--- config.mk ---
export PLATFORM = sky130hd
export DESIGN_NAME = vga_timing
export DESIGN_NICKNAME = d
export VERILOG_FILES = /design/src/rtl/vga_pkg.sv /design/src/rtl/vga_timing_counter.sv /design/src/rtl/vga_timing.sv
export SDC_FILE = /design/constraint.sdc
export NUM_CORES = 1
export LEC_CHECK = 0
export BUFFER_PORTS_ARGS = -buffer_cell sky130_fd_sc_hd__buf_2
export CORE_UTILIZATION = 55
export CTS_BUF_LIST = sky130_fd_sc_hd__clkbuf_4 sky130_fd_sc_hd__clkbuf_8 sky130_fd_sc_hd__clkbuf_16
export DETAILED_ROUTE_END_ITERATION = 16
export PLACE_DENSITY = 0.77
export SETUP_SLACK_MARGIN = 0.02
export SLEW_MARGIN = 10
export SYNTH_ARGS = -nofsm -noshare
export SYNTH_HDL_FRONTEND = slang
export SYNTH_SLANG_ARGS = --single-unit
--- constraint.sdc ---
create_clock -name clk -period 5.05 [get_ports clk]
set_input_delay 0.505 -clock clk [delete_from_list [all_inputs] [get_ports clk]]
set_output_delay 0.505 -clock clk [all_outputs]
set_load 0.005 [all_outputs]
--- src/rtl/vga_pkg.sv ---
// vga_pkg
//   Shared video timing constants for the 800x600@72Hz display path.
//   Imported by the timing generator, the position controller and the
//   renderer so that all of them agree on coordinate width and frame geometry.
package vga_pkg;

    localparam int COORD_W = 11;

    localparam int H_VIS_DEF  = 800;
    localparam int H_FP_DEF   = 56;
    localparam int H_SYNC_DEF = 120;
    localparam int H_BP_DEF   = 64;

    localparam int V_VIS_DEF  = 600;
    localparam int V_FP_DEF   = 37;
    localparam int V_SYNC_DEF = 6;
    localparam int V_BP_DEF   = 23;

    localparam int H_TOTAL_DEF = H_VIS_DEF + H_FP_DEF + H_SYNC_DEF + H_BP_DEF;  // 1040
    localparam int V_TOTAL_DEF = V_VIS_DEF + V_FP_DEF + V_SYNC_DEF + V_BP_DEF;  // 666

endpackage

--- src/rtl/vga_timing_counter.sv ---
// timing_counter
//   Mod-N up counter with enable. wrap_o is high during the enabled cycle in
//   which the count sits at N-1, i.e. the cycle that returns it to 0, so it
//   can directly enable a cascaded counter.
// Ports:
//   clk      in   clock
//   reset_n  in   asynchronous active-low reset (count -> 0)
//   en_i     in   advance enable
//   cnt_o    out  current count, 0..N-1
//   wrap_o   out  count is N-1 and en_i is high
module timing_counter
    import vga_pkg::*;
#(
    parameter int N = H_TOTAL_DEF
) (
    input  logic               clk,
    input  logic               reset_n,
    input  logic               en_i,
    output logic [COORD_W-1:0] cnt_o,
    output logic               wrap_o
);

    localparam logic [COORD_W-1:0] LAST = COORD_W'(N - 1);

    logic [COORD_W-1:0] cnt_q;
    logic [COORD_W-1:0] cnt_d;

    always_comb begin
        cnt_d  = cnt_q;
        wrap_o = 1'b0;
        if (en_i) begin
            if (cnt_q == LAST) begin
                cnt_d  = '0;
                wrap_o = 1'b1;
            end else begin
                cnt_d = cnt_q + COORD_W'(1);
            end
        end
    end

    always_ff @(posedge clk or negedge reset_n) begin
        if (!reset_n) begin
            cnt_q <= '0;
        end else begin
            cnt_q <= cnt_d;
        end
    end

    assign cnt_o = cnt_q;

endmodule

--- src/rtl/vga_timing.sv ---
// vga_timing
//   Video timing generator: horizontal/vertical counters, sync and active
//   video decode, frame markers and frame counter. Every output comes from a
//   single register stage fed by the counters, so all outputs in a given cycle
//   describe the same (x,y).
// Ports:
//   clk        in   pixel clock
//   reset_n    in   asynchronous active-low reset
//   x, y       out  registered pixel column / line
//   de         out  active video
//   hsync      out  horizontal sync, active level HS_POL
//   vsync      out  vertical sync, active level VS_POL
//   SOF        out  pulse on the last cycle of the frame (before pixel 0,0)
//   EOF        out  pulse on the first cycle after the last visible pixel
//   frame_cnt  out  frame counter, wraps 255 -> 0
module vga_timing
    import vga_pkg::*;
#(
    parameter int H_VIS  = H_VIS_DEF,
    parameter int H_FP   = H_FP_DEF,
    parameter int H_SYNC = H_SYNC_DEF,
    parameter int H_BP   = H_BP_DEF,
    parameter int V_VIS  = V_VIS_DEF,
    parameter int V_FP   = V_FP_DEF,
    parameter int V_SYNC = V_SYNC_DEF,
    parameter int V_BP   = V_BP_DEF,
    parameter bit HS_POL = 1'b1,
    parameter bit VS_POL = 1'b1
) (
    input  logic               clk,
    input  logic               reset_n,
    output logic [COORD_W-1:0] x,
    output logic [COORD_W-1:0] y,
    output logic               de,
    output logic               hsync,
    output logic               vsync,
    output logic               SOF,
    output logic               EOF,
    output logic [7:0]         frame_cnt
);

    localparam int H_TOTAL = H_VIS + H_FP + H_SYNC + H_BP;
    localparam int V_TOTAL = V_VIS + V_FP + V_SYNC + V_BP;

    localparam logic [COORD_W-1:0] H_VIS_C  = COORD_W'(H_VIS);
    localparam logic [COORD_W-1:0] HS_START = COORD_W'(H_VIS + H_FP);
    localparam logic [COORD_W-1:0] HS_END   = COORD_W'(H_VIS + H_FP + H_SYNC);
    localparam logic [COORD_W-1:0] V_VIS_C  = COORD_W'(V_VIS);
    localparam logic [COORD_W-1:0] V_LASTV  = COORD_W'(V_VIS - 1);
    localparam logic [COORD_W-1:0] VS_START = COORD_W'(V_VIS + V_FP);
    localparam logic [COORD_W-1:0] VS_END   = COORD_W'(V_VIS + V_FP + V_SYNC);

    logic [COORD_W-1:0] hcnt;
    logic [COORD_W-1:0] vcnt;
    logic               hwrap;
    logic               vwrap;

    timing_counter #(.N(H_TOTAL)) u_hcnt (
        .clk     (clk),
        .reset_n (reset_n),
        .en_i    (1'b1),
        .cnt_o   (hcnt),
        .wrap_o  (hwrap)
    );

    timing_counter #(.N(V_TOTAL)) u_vcnt (
        .clk     (clk),
        .reset_n (reset_n),
        .en_i    (hwrap),
        .cnt_o   (vcnt),
        .wrap_o  (vwrap)
    );

    // Frame counter lives alongside the pixel counters; it is copied through
    // the output stage below so it changes together with x,y returning to 0,0.
    logic [7:0] frm_q;
    logic [7:0] frm_d;

    always_comb begin
        frm_d = frm_q;
        if (vwrap) begin
            frm_d = frm_q + 8'd1;
        end
    end

    always_ff @(posedge clk or negedge reset_n) begin
        if (!reset_n) begin
            frm_q <= '0;
        end else begin
            frm_q <= frm_d;
        end
    end

    logic de_d, hs_d, vs_d, sof_d, eof_d;

    always_comb begin
        de_d  = (hcnt < H_VIS_C) && (vcnt < V_VIS_C);
        hs_d  = ((hcnt >= HS_START) && (hcnt < HS_END)) ? HS_POL : ~HS_POL;
        vs_d  = ((vcnt >= VS_START) && (vcnt < VS_END)) ? VS_POL : ~VS_POL;
        // vwrap is only high on the last pixel of the last line.
        sof_d = vwrap;
        eof_d = (hcnt == H_VIS_C) && (vcnt == V_LASTV);
    end

    logic [COORD_W-1:0] x_q, y_q;
    logic               de_q, hs_q, vs_q, sof_q, eof_q;
    logic [7:0]         frame_q;

    always_ff @(posedge clk or negedge reset_n) begin
        if (!reset_n) begin
            x_q     <= '0;
            y_q     <= '0;
            de_q    <= 1'b0;
            hs_q    <= ~HS_POL;
            vs_q    <= ~VS_POL;
            sof_q   <= 1'b0;
            eof_q   <= 1'b0;
            frame_q <= '0;
        end else begin
            x_q     <= hcnt;
            y_q     <= vcnt;
            de_q    <= de_d;
            hs_q    <= hs_d;
            vs_q    <= vs_d;
            sof_q   <= sof_d;
            eof_q   <= eof_d;
            frame_q <= frm_q;
        end
    end

    assign x         = x_q;
    assign y         = y_q;
    assign de        = de_q;
    assign hsync     = hs_q;
    assign vsync     = vs_q;
    assign SOF       = sof_q;
    assign EOF       = eof_q;
    assign frame_cnt = frame_q;

endmodule

==> results of run 1 <==
-- per-stage QoR --
step,instance area [um^2],utilization (%)
CTS,2980,67.4
global route,2980,67.4
floorplan,2570,-
finish,2980,67.4
global placement,2760,62.6
detailed placement,2760,62.6
-- critical path, delay by kind of cell, from the launching register on --
| kind | cells | cell delay (ps) |
|---|---|---|
| compound gates | 1 | 80 |
| fa+ha+maj | 1 | 220 |
| simple gates | 3 | 1210 |
| flops | 1 | 400 |
-- sequential cells by signal, summed over array words and instances, names as in the netlist --
| register | cells |
|---|---|
| u_hcnt.cnt_o | 11 |
| frame_cnt | 8 |
| SOF | 1 |
| vsync | 1 |
| EOF | 1 |
| hsync | 1 |
| y | 11 |
| x | 11 |
| frm_q | 8 |
| u_vcnt.cnt_o | 11 |
| de | 1 |
-- where the power goes --
| part | total [mW] | switching, mW | internal [mW] |
|---|---|---|---|
| sequential | 0.521 | 0 | 0.521 |
| clock | 0.455 | 0.176 | 0.279 |
| combinational | 0.00984 | 0.00908 | 0.000768 |
-- worst max-delay path by stage --
| stage | startpoint | slack [ps] | cells past startpoint | end |
|---|---|---|---|---|
| finish | u_hcnt.cnt_o[0] | 3050 | 5 | u_vcnt.cnt_o[7] |
| global route | u_hcnt.cnt_o[0] | 2880 | 5 | frm_q[7] |
| CTS | u_hcnt.cnt_o[0] | 3040 | 5 | u_vcnt.cnt_o[7] |
| detailed placement | u_hcnt.cnt_o[0] | 3060 | 5 | u_vcnt.cnt_o[7] |
| global placement | u_hcnt.cnt_o[0] | 3150 | 5 | u_vcnt.cnt_o[7] |
| floorplan | u_vcnt.cnt_o[1] | 3400 | 6 | frm_q[1] |
-- layout make-up --
class | count | area (um^2)
clock buffer | 14 | 180
multi-input combinational | 121 | 845
inverter | 10 | 37.5
sequential | 65 | 1630
clock inverter | 2 | 35.0
fill | 325 | 1440
tap | 52 | 65.1
timing repair buffer | 37 | 188
-- kinds of logic (layout without fill, tap and decap cells) --
family	count (synthesis)	after routing	share of synthesized area (%)
AO/OA/AOI/OAI	22	22	4.96
XOR/XNOR	20	20	6.81
adder cells (fa/ha/maj)	5	5	2.43
buffers and inverters	19	63	3.89
flip-flops	65	65	63.3
multiplexers	1	1	0.438
AND/OR/NAND/NOR	73	73	18.2
-- synthesized netlist by cell type, drive strengths merged --
master and instances:
nand4 10, a31oi 3, and4 2, a21o 1, or4 1, clkbuf 2
xnor2 10, nor3b 2, ha 5, inv 10, mux2 1, nor4b 3
nand2 8, o22ai 1, nor2 10, o211ai 1, or3 2, a21bo 1
dfrtp 65, xor2 10, nor3 8, nor4 5, a211oi 1, a21oi 9
and2 1, buf 7, and3 8, o21ai 5, nand3 13
-- routing by layer --
metal / part of all wire, % / vias up / GRT usage (%)
li1: - / 792 / -
met1: 46 / 822 / 27.4
met2: 47 / 55 / 30.1
met3: 4.8 / 12 / 5.19
met4: 2.1 / 0 / 10.7
met5: 0 / - / 0
==> results, run 1 <==
- The run finished with clean final reports.
- The finished layout holds 301 standard cells, fillers aside.
- The via count of the first global-routing pass was 1634.
- The wire length of the first global-routing pass is 7.69 mm.
- The clock transition at the registers of the reported paths is 60 ps.
- Summing the sequential cell areas from Yosys gives 63.3% of the chip area.
- Setup repair after global routing left no endpoint under its margin.
- The initial standard-cell utilization of the core is 58.2%.
- The cell with the largest stage delay on the worst path is sky130_fd_sc_hd__or3_2.
- STA classifies the critical path endpoint as a register.
- At the worst endpoint, the required time is 5290 ps.
- The destination of the worst register-to-register timing path is u_vcnt.cnt_o[7].
- The count of inserted antenna diode cells is 0.
- The core region area is 4410 um^2.
- The distinct cell type count after synthesis is 39.
- The number of rows created at floorplan is 24.
- The reg-to-reg critical path startpoint is u_hcnt.cnt_o[0].
- Once detailed placement completed, the half-perimeter wirelength came to 2.90 mm.
- Prior to clock tree synthesis, the placed netlist has a worst setup slack of 3060 ps.
- The detailed router finished its first iteration with 96 violations.
- The final weighted congestion in routability-driven placement is 0.865.
- In the final layout, the share of cells above drive strength 1 is 26.1%.
- The worst hold slack across all endpoints is 333 ps.
- The number of nets in the final layout is 251.
- The count of nets left with antenna violations once routing finished came out at 0.
- The total number of clock tree sinks is 65.
- Leaving out fill and tap cells, the most frequent cells in the layout are sky130_fd_sc_hd__dfrtp_1, sky130_fd_sc_hd__buf_2, sky130_fd_sc_hd__nand3_1, sky130_fd_sc_hd__clkbuf_8.
- Subtracting the final worst setup slack from the clock period gives 2000 ps.
- In this run, synthesis produced a sequential element count of 65.
- The root buffer selected by CTS is sky130_fd_sc_hd__clkbuf_8.
- The number of max-cap violations is 0.
- The die covers 4950 um^2.
- The die extent in x is 70.4 um.
- The worst-case register-to-register setup slack is 3050 ps.
- The total negative setup slack is 0 ps.
- The count of buffers inserted at the top-level ports is 36.
- After detailed routing, the average wire length per cell comes to 14.4 um.
- For this design the static power due to leakage is 1.55 nW.
- The worst min-delay path category is in -> async.
- The mean area per synthesized cell is 12.5 um^2.
- The critical path goes through ha_1, and3_1, nand4_2, or3_2, o21ai_0.
- The delay contributed by the slowest stage of the critical path is 550 ps.
- Using the TritonRoute via totals, the vias-per-cell ratio works out to 5.58.
- The number of antenna violations at the first check in global routing is 0.
- The clock tree from TritonCTS is yes.
- The peak fanout along the critical path is 13.
- Counting tap cells, the placed design contains a total of 285 instances.
- Measured in cells, the most critical reg-to-reg path has a length of 5.
- Summing over every cut layer, the via total after detailed routing is 1681.
- The later-pin clock latency in the skew report is 320 ps.
- The count of endpoints failing hold in the final timing report came to 0.
- The critical path is of the reg -> reg type.
- The worst-case IR drop observed on VDD is 0.196 mV.
- After clock tree synthesis, the setup repair step added 0 buffers.
- The number of max-slew violations in the final report was 0.
- The share of synthesized area in the top cell type comes to 63.3%.
- Leaving out fill and tap cells, the most frequent cell in the layout is sky130_fd_sc_hd__dfrtp_1.
- The number of placed I/O pins is 37.
- The number of hold buffers added after cts is 0.
- Entering global routing, the biggest net connects 66 pins.
- By area the synthesized netlist is led by sky130_fd_sc_hd__dfrtp_1, sky130_fd_sc_hd__xnor2_1, sky130_fd_sc_hd__xor2_1.
- The maximum level of the CTS H-tree is 3.
- The number of instances in the synthesized netlist is 205.
- The dominant cell type by area after synthesis is sky130_fd_sc_hd__dfrtp_1.
- After synthesis the cells add up to 2570 um^2.
- The power per unit of standard cell area is 331 nW/um^2.
- Setup violations remaining at the end of the flow were counted as 0.
- The post-CTS resize count is 0.
- Counting along the longest clock path gives a buffer depth of 2.
- The first-pass detailed-route iteration total is 4.
- The type of origin of the critical path is a register.
- The number of remaining DRC errors is 0.
- TritonCTS created 9 clock buffers.
- The worst setup slack after layout is 3050 ps.
- In the global route stage, overall resource usage came out at 20.2%.
- During synthesis, Yosys emitted a total of 0 warnings.
- The normalized max-slew margin is 49.3%.
- The arrival time at the worst endpoint is 2250 ps.
- Derived from the worst setup path, the maximum achievable clock frequency is 499 MHz.
- The leftover overflow at the end of global routing is 0.
- The period utilization is 39.7%.
- The slew at the pin closest to its max-slew limit is 761 ps.
- Clock skew on the completed layout was measured at 3.98 ps.
- The area growth from synthesis to layout is 15.8%.
- The total power of the final layout is 986 uW.
- Summed over all layers, the routed wires come to 4.34 mm.
- From bottom edge to top edge, the die measures 70.4 um.
- The number of nets in the synthesized netlist is 212.
Power figures use the tool's default switching activity.
==> inputs of run 2 (changes only) <==
==> constraint.sdc (replaced) <==
create_clock -name clk -period 1.95 [get_ports clk]
set_input_delay 0.195 -clock clk [delete_from_list [all_inputs] [get_ports clk]]
set_output_delay 0.195 -clock clk [all_outputs]
set_load 0.005 [all_outputs]
==> results, run 2 (same netlist as run 1, synthesis figures left out) <==
- The proportion of power drawn by combinational gates is 1.3% (+0.3 points).
- The global-route usage over all layers is 22.7% (+2.5 points).
- The relative contribution of sequential cells to total power is 52.3% (-0.5 points).
- The routed via count divided by cell count is 5.61 (+0.40%).
- The met2 wirelength from detailed routing is 2.38 mm (+17%).
- The switching share of power is 19.4% (+0.60 points).
- The minimum clock period is 1830 ps (-176 ps).
- The top cell types in the final layout, fill and taps aside, are sky130_fd_sc_hd__dfrtp_1, sky130_fd_sc_hd__buf_2, sky130_fd_sc_hd__nand3_1, sky130_fd_sc_hd__clkbuf_8, sky130_fd_sc_hd__buf_4.
- The worst setup slack after layout is 122 ps (-2920 ps).
- The count of endpoints failing hold in the final timing report was 0 (unchanged).
- The type of origin of the critical path is a register.
- The deepest clock path buffer count came to 2 (unchanged).
- The initial standard-cell utilization of the core was 58.2% (unchanged).
- Routed signal wires occupy layers up through met4.
- The number of placed I/O pins is 37 (unchanged).
- The clock tree from TritonCTS is yes.
- The area taken by flip-flops and latches is 1630 um^2 (unchanged).
- The routed wirelength normalized by instance count is 15.7 um (+8.9%).
- The clock skew after layout is 5.86 ps (+1.88 ps).
- The cell internal power dissipation is 2.08 mW (+160%).
- The leftover overflow at the end of global routing is 0 (unchanged).
- The clock group share of total power is 46.4% (+0.2 points).
- The CTS buffer count came to 9 (unchanged).
- The routed length on met3 is 303 um (+45%).
- The total power of the final layout is 2.58 mW (+160%).
- The peak fanout along the critical path came to 5 (-8).
- The number of DRC markers in iteration 0 came to 158 (+65%).
- The root buffer cell chosen for the clock tree is sky130_fd_sc_hd__clkbuf_8.
- The endpoint required time on the critical path is 2180 ps (-3110 ps).
- The clock transition at the registers of the reported paths is 70 ps (about the same).
- The normalized max-slew margin is 75.1% (+26 points).
- The final weighted congestion in routability-driven placement is 0.875 (+1.1%).
- The total setup violations reported at the end of the flow is 0 (unchanged).
- The library cell used most frequently in the layout, excluding fill and tap cells, is sky130_fd_sc_hd__dfrtp_1.
- The die extent in x is 70.4 um (unchanged).
- The leakage power is 1.63 nW (+5.0%).
- The via count of the first global-routing pass was 1734 (+6.1%).
- The count of inserted antenna diode cells is 0 (unchanged).
- The count of buffers inserted at the top-level ports is 36 (unchanged).
- The slew at the pin closest to its max-slew limit came to 368 ps (-392 ps).
- The kind of critical path is reg -> reg.
- The number of antenna violations at the first check in global routing was 0 (unchanged).
- The maximum level of the CTS H-tree is 3 (unchanged).
- Setup repair after global routing left no endpoint under its margin.
- The number of rows created at floorplan was 24 (unchanged).
- The routed via count is 1755 (+4.4%).
- The number of nets in the final layout was 263 (+4.8%).
- The number of cells on the worst reg-to-reg path was 6 (+1).
- The area used by multi-input combinational logic is 856 um^2 (+1.3%).
- The number of max-cap violations is 0 (unchanged).
- The number of filler cells placed in the layout is 328 (+0.92%).
- The highest clock rate was 547 MHz (+9.6%).
- The total negative setup slack is 0 ps (unchanged).
- The wire length of the first global-routing pass is 8.47 mm (+10%).
- The core region area came to 4410 um^2 (unchanged).
- The pre-CTS worst setup slack is 106 ps (-2960 ps).
- The total number of clock tree sinks was 65 (unchanged).
- The number of remaining DRC errors came to 0 (unchanged).
- The total length of routed wires is 4.91 mm (+13%).
- The first-pass detailed-route iteration total is 4 (unchanged).
- The number of max-slew violations in the final report was 0 (unchanged).
- The number of post-CTS setup repair buffers was 0 (unchanged).
- The die footprint came to 4950 um^2 (unchanged).
- The run finished with clean final reports.
- The power per unit of standard cell area is 834 nW/um^2 (+150%).
- The met1 wire length came to 2.15 mm (+7.4%).
- The worst-case vdd ir drop is 0.657 mV (+230%).
- The arrival time at the worst endpoint is 2060 ps (-190 ps).
- The critical path endpoint category is a register.
- The period utilization is 93.8% (+54 points).
- The y dimension of the die is 70.4 um (unchanged).
- The half-perimeter wire length after detailed placement is 3.38 mm (+17%).
- The largest net degree at the start of global routing is 40 (-39%).
- The post-detailed-route count of antenna-violating nets is 0 (unchanged).
- The area growth from synthesis to layout is 20.3%.
- The tightest min-delay check is of the in -> async type.
- The proportion of layout cells with a drive suffix above 1 is 29.5% (+3.4 points).
- The net switching power came to 500 uW (+170%).
- The later-pin clock latency in the skew report came to 340 ps (+20 ps).
-- run 2: cell types whose count changed in the layout (fill, tap and decap cells not counted) --
cell / before / now
sky130_fd_sc_hd__buf_12: 0 / 1
sky130_fd_sc_hd__buf_4: 1 / 11
sky130_fd_sc_hd__dlygate4sd3_1: 0 / 1
sky130_fd_sc_hd__nand4_2: 1 / 0
sky130_fd_sc_hd__nand4_4: 0 / 1
sky130_fd_sc_hd__nor2_1: 10 / 9
sky130_fd_sc_hd__nor2_2: 0 / 1
-- run 2: per-stage QoR --
step / std cells / instance area, um^2 / hold WS [ps] / util, %
finish: 313 / 3090 / 278 / 70.1
global route: 313 / 3090 / 305 / 70.1
detailed placement: 296 / 2860 / 104 / 64.7
floorplan: 205 / 2570 / -101 / -
global placement: 296 / 2860 / 102 / 64.7
CTS: 313 / 3080 / 281 / 69.8
-- run 2: final cells by class --
| cell class | count | area share [%] |
|---|---|---|
| Timing Repair Buffer | 49 | 9.47 |
| Multi-Input combinational cell | 121 | 27.7 |
| Clock inverter | 2 | 1.13 |
| Tap cell | 52 | 2.10 |
| Sequential cell | 65 | 52.6 |
| Inverter | 10 | 1.21 |
| Clock buffer | 14 | 5.83 |
-- run 2: per-layer routing --
metal	vias to the layer above	GRT usage (%)
met5	-	0
met2	69	32.4
met4	0	11.6
met1	855	31.5
met3	7	6.78
li1	824	-
-- run 2: path summary, 6_finish.rpt --
| path | endpoint | startpoint | slack, ps |
|---|---|---|---|
| max reg2reg | frm_q[1] | u_hcnt.cnt_o[0] | 120 |
| max | frm_q[1] | u_hcnt.cnt_o[0] | 120 |
| min reg2reg | frame_cnt[7] | frm_q[7] | 410 |
| min | frm_q[1] | reset_n | 280 |
| min in group clk | frame_cnt[7] | frm_q[7] | 410 |
| max in group asynchronous | y[3] | reset_n | 1170 |
-- run 2: what timing repair did --
action,in CTS,in global routing
hold buffers,1,0
endpoints found under the setup margin,0,5
resized for setup,0,2
hold endpoints to repair,11,0
-- run 2: power groups by stage --
stage	Clock (mW)	Combinational, mW	Sequential, mW
final	1.20	0.0324	1.35
after CTS	1.22	0.0350	1.35
after floorplan	0	0.000000410	1.37
after global routing	1.28	0.0389	1.35
after detailed placement	0	0.0335	1.37
after global placement	0	0.0328	1.37
-- run 2: worst max-delay path: stages (launching register included) --
cell,delay [ps]
sky130_fd_sc_hd__dfrtp_1,410
sky130_fd_sc_hd__ha_1,240
sky130_fd_sc_hd__and3_1,240
sky130_fd_sc_hd__buf_4,160
sky130_fd_sc_hd__nand3_1,120
sky130_fd_sc_hd__nor2_2,210
sky130_fd_sc_hd__mux2_2,350
